### config.mk
export PLATFORM = sky130hd
export DESIGN_NAME = sdram_arbiter
export DESIGN_NICKNAME = d
export VERILOG_FILES = /design/src/rtl/sdram_arbiter.sv
export SDC_FILE = /design/constraint.sdc
export NUM_CORES = 1
export LEC_CHECK = 0
export ABC_AREA = 1
export ABC_CLOCK_PERIOD_IN_PS = 2100
export CAP_MARGIN = 10
export CORE_AREA = 2 2 73 68
export CTS_BUF_LIST = sky130_fd_sc_hd__clkbuf_4 sky130_fd_sc_hd__clkbuf_8 sky130_fd_sc_hd__clkbuf_16
export DETAILED_ROUTE_END_ITERATION = 10
export DIE_AREA = 0 0 75 70
export GPL_TIMING_DRIVEN = 0
export PLACE_DENSITY_LB_ADDON = 0.08
export SLEW_MARGIN = 10
export SYNTH_ARGS = -nofsm -noshare
export SYNTH_HDL_FRONTEND = slang
export SYNTH_SLANG_ARGS = --single-unit
### constraint.sdc
create_clock -name clk_100M -period 2.1 [get_ports clk_100M]
set_input_delay 0.63 -clock clk_100M [delete_from_list [all_inputs] [get_ports clk_100M]]
set_output_delay 0.63 -clock clk_100M [all_outputs]
set_load 0.005 [all_outputs]
### src/rtl/sdram_arbiter.sv
// SDRAM command-bus arbiter: passes the init sequencer through until init completes,
// then grants the pins to one of auto-refresh, write or read at a time.
module sdram_arbiter #(
  parameter logic [3:0]  NOP_CMD   = 4'b0111,
  parameter logic [12:0] IDLE_ADDR = 13'h1FFF,
  parameter logic [1:0]  IDLE_BA   = 2'b11
) (
  input  logic        clk_100M,
  input  logic        locked_rst_n,
  input  logic [3:0]  init_cmd,
  input  logic [12:0] init_addr,
  input  logic [1:0]  init_bank_addr,
  input  logic        init_end,
  input  logic        aref_req,
  input  logic [3:0]  aref_cmd,
  input  logic [12:0] aref_addr,
  input  logic [1:0]  aref_bank_addr,
  input  logic        aref_end,
  input  logic        wr_req,
  input  logic [3:0]  wr_cmd,
  input  logic [12:0] wr_addr,
  input  logic [1:0]  wr_bank_addr,
  input  logic        wr_end,
  input  logic [15:0] wr_data,
  input  logic        wr_sdram_en,
  input  logic        rd_req,
  input  logic [3:0]  rd_cmd,
  input  logic [12:0] rd_addr,
  input  logic [1:0]  rd_bank_addr,
  input  logic        rd_end,
  output logic        aref_en,
  output logic        wr_en,
  output logic        rd_en,
  output logic        sdram_cke,
  output logic        sdram_cs_n,
  output logic        sdram_ras_n,
  output logic        sdram_cas_n,
  output logic        sdram_we_n,
  output logic [1:0]  sdram_ba,
  output logic [12:0] sdram_addr,
  output logic [15:0] sdram_dq_out,
  output logic        sdram_dq_oe
);

  typedef enum logic [2:0] {StInit, StArbit, StAref, StWrite, StRead} state_e;

  state_e      state_q, state_d;
  logic        last_wr_q, last_wr_d;
  logic        aref_en_q, wr_en_q, rd_en_q;
  logic [3:0]  cmd_mux;
  logic [12:0] addr_mux;
  logic [1:0]  ba_mux;

  always_comb begin
    state_d   = state_q;
    last_wr_d = last_wr_q;
    unique case (state_q)
      StInit: if (init_end) state_d = StArbit;
      StArbit: begin
        // Refresh first; on a write/read tie, last_wr picks the one not served last.
        if (aref_req) begin
          state_d = StAref;
        end else if (wr_req && (!rd_req || !last_wr_q)) begin
          state_d   = StWrite;
          last_wr_d = 1'b1;
        end else if (rd_req) begin
          state_d   = StRead;
          last_wr_d = 1'b0;
        end
      end
      StAref:  if (aref_end) state_d = StArbit;
      StWrite: if (wr_end)   state_d = StArbit;
      StRead:  if (rd_end)   state_d = StArbit;
      default: state_d = StInit;
    endcase
  end

  always_ff @(posedge clk_100M or negedge locked_rst_n) begin
    if (!locked_rst_n) begin
      state_q   <= StInit;
      last_wr_q <= 1'b0;
      aref_en_q <= 1'b0;
      wr_en_q   <= 1'b0;
      rd_en_q   <= 1'b0;
    end else begin
      state_q   <= state_d;
      last_wr_q <= last_wr_d;
      aref_en_q <= (state_d == StAref);
      wr_en_q   <= (state_d == StWrite);
      rd_en_q   <= (state_d == StRead);
    end
  end

  always_comb begin
    cmd_mux  = NOP_CMD;
    addr_mux = IDLE_ADDR;
    ba_mux   = IDLE_BA;
    unique case (state_q)
      StInit: begin
        cmd_mux  = init_cmd;
        addr_mux = init_addr;
        ba_mux   = init_bank_addr;
      end
      StAref: begin
        cmd_mux  = aref_cmd;
        addr_mux = aref_addr;
        ba_mux   = aref_bank_addr;
      end
      StWrite: begin
        cmd_mux  = wr_cmd;
        addr_mux = wr_addr;
        ba_mux   = wr_bank_addr;
      end
      StRead: begin
        cmd_mux  = rd_cmd;
        addr_mux = rd_addr;
        ba_mux   = rd_bank_addr;
      end
      default: ;
    endcase
  end

  assign aref_en      = aref_en_q;
  assign wr_en        = wr_en_q;
  assign rd_en        = rd_en_q;
  assign sdram_cke    = 1'b1;
  assign {sdram_cs_n, sdram_ras_n, sdram_cas_n, sdram_we_n} = cmd_mux;
  assign sdram_ba     = ba_mux;
  assign sdram_addr   = addr_mux;
  assign sdram_dq_out = wr_data;
  assign sdram_dq_oe  = (state_q == StWrite) && wr_sdram_en;

endmodule
==> results of run 1 <==
-- worst register-to-register path, cell delays in order (launching register included) --
cell     delay [ns]
dfrtp_2        0.46
buf_4          0.17
buf_4          0.13
nor2_1         0.09
nand3_1        0.16
nor2_1         0.15
nor2_1         0.09
nand2_1        0.06
inv_1          0.03
-- layout by cell type, fill, tap and decap left out, types with 5 or more instances in the layout --
cell / n
buf_6: 18
nand3_2: 7
nand2_1: 32
nand3_1: 25
nand4_1: 12
a21oi_1: 6
buf_4: 34
nand2_2: 28
buf_2: 21
dfrtp_1: 5
clkdlybuf4s50_1: 104
nor2_4: 5
nor2_1: 6
a21oi_2: 12
inv_1: 9
-- area by class of cell --
type                            instances  area, µm²  area share
Multi-Input combinational cell        143        851       0.291
Clock buffer                            4       48.8      0.0167
Tap cell                               65       81.3      0.0278
Sequential cell                         7        178      0.0608
Timing Repair Buffer                  156       1470       0.503
Inverter                               13       51.3      0.0176
Buffer                                 27        240      0.0823
-- worst max-delay path by stage --
stage                           endpoint  slack (ns)          from  cells past startpoint
final                     sdram_addr[12]       -0.05    state_q[1]                      8
after global routing      sdram_addr[10]       -0.14    state_q[1]                      8
after CTS                  sdram_addr[2]       -0.11    state_q[0]                      9
after detailed placement   sdram_addr[8]       -0.39  init_addr[8]                      6
after global placement     sdram_addr[8]       -0.39  init_addr[8]                      6
after floorplan           sdram_addr[10]        0.32    state_q[1]                      5
-- stage by stage --
step / power [mW] / setup slack, ns / area, µm² / utilization / hold WS [ns]
final: 2.84 / -0.0482 / 2920 / 0.636 / 0.537
after global placement: 2.22 / -0.387 / 2470 / 0.537 / 0.519
after floorplan: 1.20 / 0.322 / 1140 / - / 0.334
after global routing: 3.11 / -0.144 / 2920 / 0.636 / 0.571
after CTS: 2.71 / -0.110 / 2810 / 0.612 / 0.527
after detailed placement: 2.23 / -0.389 / 2470 / 0.537 / 0.517
-- cell families (layout without fill, tap and decap cells) --
| family | count (synthesis) | in the layout | share of synthesized area |
|---|---|---|---|
| AO/OA/AOI/OAI | 23 | 23 | 0.107 |
| buffers and inverters | 42 | 200 | 0.232 |
| flip-flops | 7 | 7 | 0.153 |
| other | 1 | 1 | 0.00328 |
| AND/OR/NAND/NOR | 119 | 119 | 0.504 |
-- layer usage --
layer  up-vias  wire length, µm
met5         -                0
met2       102             2660
li1        936                -
met4         0               87
met1       819             2100
met3         8              498
-- state kept, by name, indices dropped and copies added (netlist names) --
register / flops
last_wr_q: 1
aref_en: 1
wr_en: 1
rd_en: 1
state_q: 3
-- power by group through the flow --
stage / Clock [mW] / Sequential [mW] / Combinational (mW)
floorplan: 0 / 0.220 / 0.980
global placement: 0 / 0.224 / 2.00
detailed placement: 0 / 0.223 / 2.00
CTS: 0.208 / 0.228 / 2.27
global route: 0.223 / 0.236 / 2.65
finish: 0.201 / 0.232 / 2.41
-- repair_timing --
| action | CTS | global route |
|---|---|---|
| hold endpoints to repair | 0 | 0 |
| setup endpoints to repair | 20 | 19 |
| pin swaps | 12 | 7 |
| gates cloned | 3 | 0 |
| setup buffers | 25 | 4 |
| gates resized for setup | 129 | 25 |
==> metrics.cfg, run 1 <==
[detailed_routing]
firstDrtPassIters=4
ant_nets=0
wl_um=5340
vias=1865
dr.first_iter.drc_count=44
vias_per_cell=4.49
wire_per_inst_um=12.9
drc=0

[synth]
synth_nets=294
netlist_area_um2=1140
synth.top_cell.area_share=0.158
synth-seq-cells=7
synth_commonest_cells=nand2_1, nand3_1, a21oi_1, buf_4, nand2_2
syn-mean-instance-area_um2=5.96
yosysMostFrequentCell=nand2_1
postSynthCellCount=192
synthArstFlopShare=1.00
yosysTopAreaCell=nand2_1
yosys_warnings=0
synth-seq-area-share=0.153
synth_cell_types=21
synth_enable_flop_cells=0
synth_top_flop_cell=dfrtp_1
yosys-top-cells-area=nand2_1, dfrtp_1, nand3_1

[sta]
timing.final.crit_share=1.02
period_needed_ns=2.15
fin_tns_setup_ns=-0.566
setup_viol=18
rsz0062_at_grt=yes
fin_skew_ns=0.00313
fin_ws_ns=-0.0482
slew_viol_final=0
hold_viol=0
max_freq_mhz=466

[hold_path]
holdPathEnd=last_wr_q
min_from=last_wr_q
min_path_type=flip-flop to flip-flop
hold_depth=2

[layout]
insertedDiodeCount=0
drive_gt1_frac=0.411
n_fill_cell=419
layout.cells.non_filler=415
layout.nets=453
area_growth_pct=155

[worst_setup_path]
slowest_stage=dfrtp_2
criticalPathCategory=flip-flop to primary output
r2r_setup_slack_ns=0.66
slowest_delay_ns=0.46
r2r_end=aref_en
cp_cell_sequence=nor2_4, inv_2, nor2_4, buf_6, buf_6, nand2_2, nand4_1, buf_2
crit_buf_inv=4
critical_path.top_delay_family=flip-flops
end_kind=primary output
required_ns=1.47
worstPathMaxFanout=5
r2r_cells=8
worst-endpoint-arrival_ns=1.52
crit_path_start_kind=flip-flop
r2r-start=state_q[1]

[grt]
grt.total_usage=0.200
grt_start_max_net_pins=11
grt_pass1_vias=1897
antenna_found_initial=0
grt_pass1_wl_um=8310
use_met3=0.0519
use_met1=0.236
grt_util_met2=0.351
grt_overflow=0
grt-busiest-layer=met2

[power_and_ir_drop]
seq_power_share=0.082
swShare=0.425
intPower_mw=1.64
combPwrFrac=0.848
switchingPower_mw=1.21
p_per_area_nw_per_um2=974
leakage_nw=1.27
power_frac_clock=0.071
vdd_drop_max_uv=460

[placed_design]
portBuffers=124
dpl.hpwl_um=3840
gp_congestion=0.780
dp.cells=381

[clock_network]
root_buffer=clkbuf_8
clk_path_buf_depth=2
h-tree-depth=1
cts_tree=built
clkTransAtPathRegs_ns=0.04
clk_latency_ns=0.23
cts_sinks=7
cts_hold_repair.buffers=0
cts_made_buffers=3

[run_status]
status=complete, but fails checks
violations=negative setup slack

[die]
die_area_um2=5250
start_util=0.249
io_pins=142
coreArea_um2=4590
die_h_um=70
die_w_um=75
num_rows=24

[run]
maxCapViolCount=0

Power figures use the tool's default switching activity.
==> run 2: changes to the inputs <==
--- a/config.mk
+++ b/config.mk
@@ -14,7 +14,7 @@
 export DIE_AREA = 0 0 75 70
 export GPL_TIMING_DRIVEN = 0
 export PLACE_DENSITY_LB_ADDON = 0.08
-export SLEW_MARGIN = 10
+export SLEW_MARGIN = 20
 export SYNTH_ARGS = -nofsm -noshare
 export SYNTH_HDL_FRONTEND = slang
 export SYNTH_SLANG_ARGS = --single-unit
==> results of run 2 <==
The final DEF is identical to that of run 1; final timing and power are the same.
==> run 3: changes to the inputs <==
--- a/config.mk
+++ b/config.mk
@@ -8,10 +8,10 @@
 export ABC_AREA = 1
 export ABC_CLOCK_PERIOD_IN_PS = 2100
 export CAP_MARGIN = 10
-export CORE_AREA = 2 2 73 68
+export CORE_AREA = 2 2 70 72
 export CTS_BUF_LIST = sky130_fd_sc_hd__clkbuf_4 sky130_fd_sc_hd__clkbuf_8 sky130_fd_sc_hd__clkbuf_16
 export DETAILED_ROUTE_END_ITERATION = 10
-export DIE_AREA = 0 0 75 70
+export DIE_AREA = 0 0 72 74
 export GPL_TIMING_DRIVEN = 0
 export PLACE_DENSITY_LB_ADDON = 0.08
 export SLEW_MARGIN = 20
==> metrics.cfg, run 3 (synthesis results as in run 1) <==
[detailed_routing]
firstDrtPassIters=4  ; unchanged
dr.first_iter.drc_count=56  ; +27%
drc=0  ; unchanged
wl_um=5490  ; +2.7%
vias_per_cell=4.70  ; +4.6%
ant_nets=0  ; unchanged
vias=1876  ; +0.59%
wire_per_inst_um=13.8  ; +6.8%

[layout]
mostFrequentLayoutCell=clkdlybuf4s50_1
layout.cells.non_filler=399  ; -3.9%
mostFrequentLayoutCells=clkdlybuf4s50_1, nand2_1, buf_4
largest_reg_flops=3  ; unchanged
area_growth_pct=142
largest-register=state_q
insertedDiodeCount=0  ; unchanged
layout.nets=448  ; -1.1%
drive_gt1_frac=0.354  ; -0.0578

[placed_design]
dp.cells=370  ; -2.9%
dpl.hpwl_um=3840  ; -0.18%
pre_cts_slack_ns=-0.385  ; +0.00389 ns
gp_congestion=0.756  ; -3.1%
portBuffers=124  ; unchanged

[worst_setup_path]
crit_path_start_kind=flip-flop
r2r_end=rd_en
r2r_setup_slack_ns=0.73  ; +0.07 ns
end_kind=primary output
worst-endpoint-arrival_ns=1.58  ; +0.06 ns
r2r-start=state_q[1]
r2r_cells=7  ; -1
slowest_stage=dfrtp_2
required_ns=1.47  ; about the same
critical_path.top_delay_family=flip-flops
slowest_delay_ns=0.46  ; about the same
cp_cell_sequence=nor2_4, buf_6, nor2_1, buf_4, a21oi_1, nand4_1, buf_2
criticalPathCategory=flip-flop to primary output
crit_buf_inv=3  ; -1
worstPathMaxFanout=5  ; unchanged

[die]
start_util=0.249  ; about the same
die_h_um=74  ; +5.7%
coreArea_um2=4600  ; about the same
io_pins=142  ; unchanged
num_rows=25  ; +4.2%
die_w_um=72  ; -4.0%
die_area_um2=5330  ; +1.5%

[hold_path]
hold_depth=2  ; unchanged
min_from=last_wr_q
min_path_type=flip-flop to flip-flop
holdPathEnd=last_wr_q

[clock_network]
clk_latency_ns=0.23  ; about the same
cts_tree=built
clk_path_buf_depth=2  ; unchanged
root_buffer=clkbuf_8
clkTransAtPathRegs_ns=0.04  ; about the same
cts_made_buffers=3  ; unchanged
h-tree-depth=1  ; unchanged
cts_sinks=7  ; unchanged
cts_hold_repair.buffers=0  ; unchanged

[sta]
rsz0062_at_grt=yes
hold_viol=0  ; unchanged
slew_viol_final=0  ; unchanged
setup_viol=18  ; unchanged
fin_ws_ns=-0.114  ; -0.0661 ns
period_needed_ns=2.21  ; +0.0661 ns
fin_skew_ns=0.00264  ; -0.000496 ns
max_freq_mhz=452  ; -3.0%
timing.final.crit_share=1.05  ; +0.0315

[grt]
grt_pass1_vias=1772  ; -6.6%
grt_pass1_wl_um=7950  ; -4.3%
grt_overflow=0  ; unchanged
grt_start_max_net_pins=11  ; unchanged
grt.total_usage=0.188  ; -0.0122
antenna_found_initial=0  ; unchanged

[power_and_ir_drop]
p_per_area_nw_per_um2=962  ; -1.2%
leakage_nw=1.24  ; -2.0%
vdd_drop_max_uv=464  ; +0.89%

[run_status]
violations=negative setup slack
status=complete, but fails checks

[run]
maxCapViolCount=0  ; unchanged

==> run 3: worst max path at each step <==
| stage | startpoint | end | depth (start not counted) |
|---|---|---|---|
| floorplan | state_q[1] | sdram_addr[10] | 5 |
| detailed placement | init_cmd[2] | sdram_ras_n | 6 |
| global route | state_q[1] | sdram_addr[3] | 7 |
| finish | state_q[1] | sdram_cas_n | 7 |
| global placement | init_cmd[2] | sdram_ras_n | 6 |
| CTS | state_q[0] | sdram_cas_n | 9 |
==> run 3: report_power, final <==
part | switching, mW | leakage [nW] | internal [mW]
combinational | 1.06 | 1.13 | 1.18
clock | 0.0544 | 0.0262 | 0.144
sequential | 0.0421 | 0.0883 | 0.187
total | 1.16 | 1.24 | 1.51
==> run 3: layer usage <==
| metal | track usage | share of wire | vias to the layer above |
|---|---|---|---|
| met2 | 0.353 | 0.52 | 90 |
| met1 | 0.226 | 0.41 | 851 |
| met3 | 0.0366 | 0.067 | 6 |
| met4 | 0.0294 | 0.0040 | 0 |
| li1 | - | - | 929 |
| met5 | 0 | 0 | - |
==> run 3: final cells by class <==
| type | instances | area [µm²] |
|---|---|---|
| Buffer | 28 | 248 |
| Clock buffer | 4 | 48.8 |
| Fill cell | 443 | 1830 |
| Inverter | 13 | 51.3 |
| Multi-Input combinational cell | 143 | 793 |
| Sequential cell | 7 | 178 |
| Tap cell | 54 | 67.6 |
| Timing Repair Buffer | 150 | 1380 |
==> run 3: metrics by stage <==
step	setup TNS [ns]	utilization	hold WS (ns)	instance area, µm²	total power [mW]
finish	-1.30	0.602	0.563	2770	2.67
CTS	-1.14	0.593	0.556	2730	2.63
global route	-2.77	0.602	0.586	2770	2.89
detailed placement	-7.05	0.533	0.547	2450	2.24
global placement	-7.06	0.533	0.531	2450	2.23
floorplan	0	-	0.334	1140	1.20
==> run 3: timing repair <==
item | CTS | global route
endpoints found under the setup margin | 20 | 19
pin swaps | 14 | 6
cloned | 3 | 0
buffers inserted | 22 | 1
gates resized for setup | 122 | 11
==> run 3: worst register-to-register path: cells and delay by family (launching register included) <==
kind	cells	cell delay (ns)
AND/OR/NAND/NOR	2	0.30
flip-flops	1	0.46
buffers and inverters	4	0.41
AO/OA/AOI/OAI	1	0.11
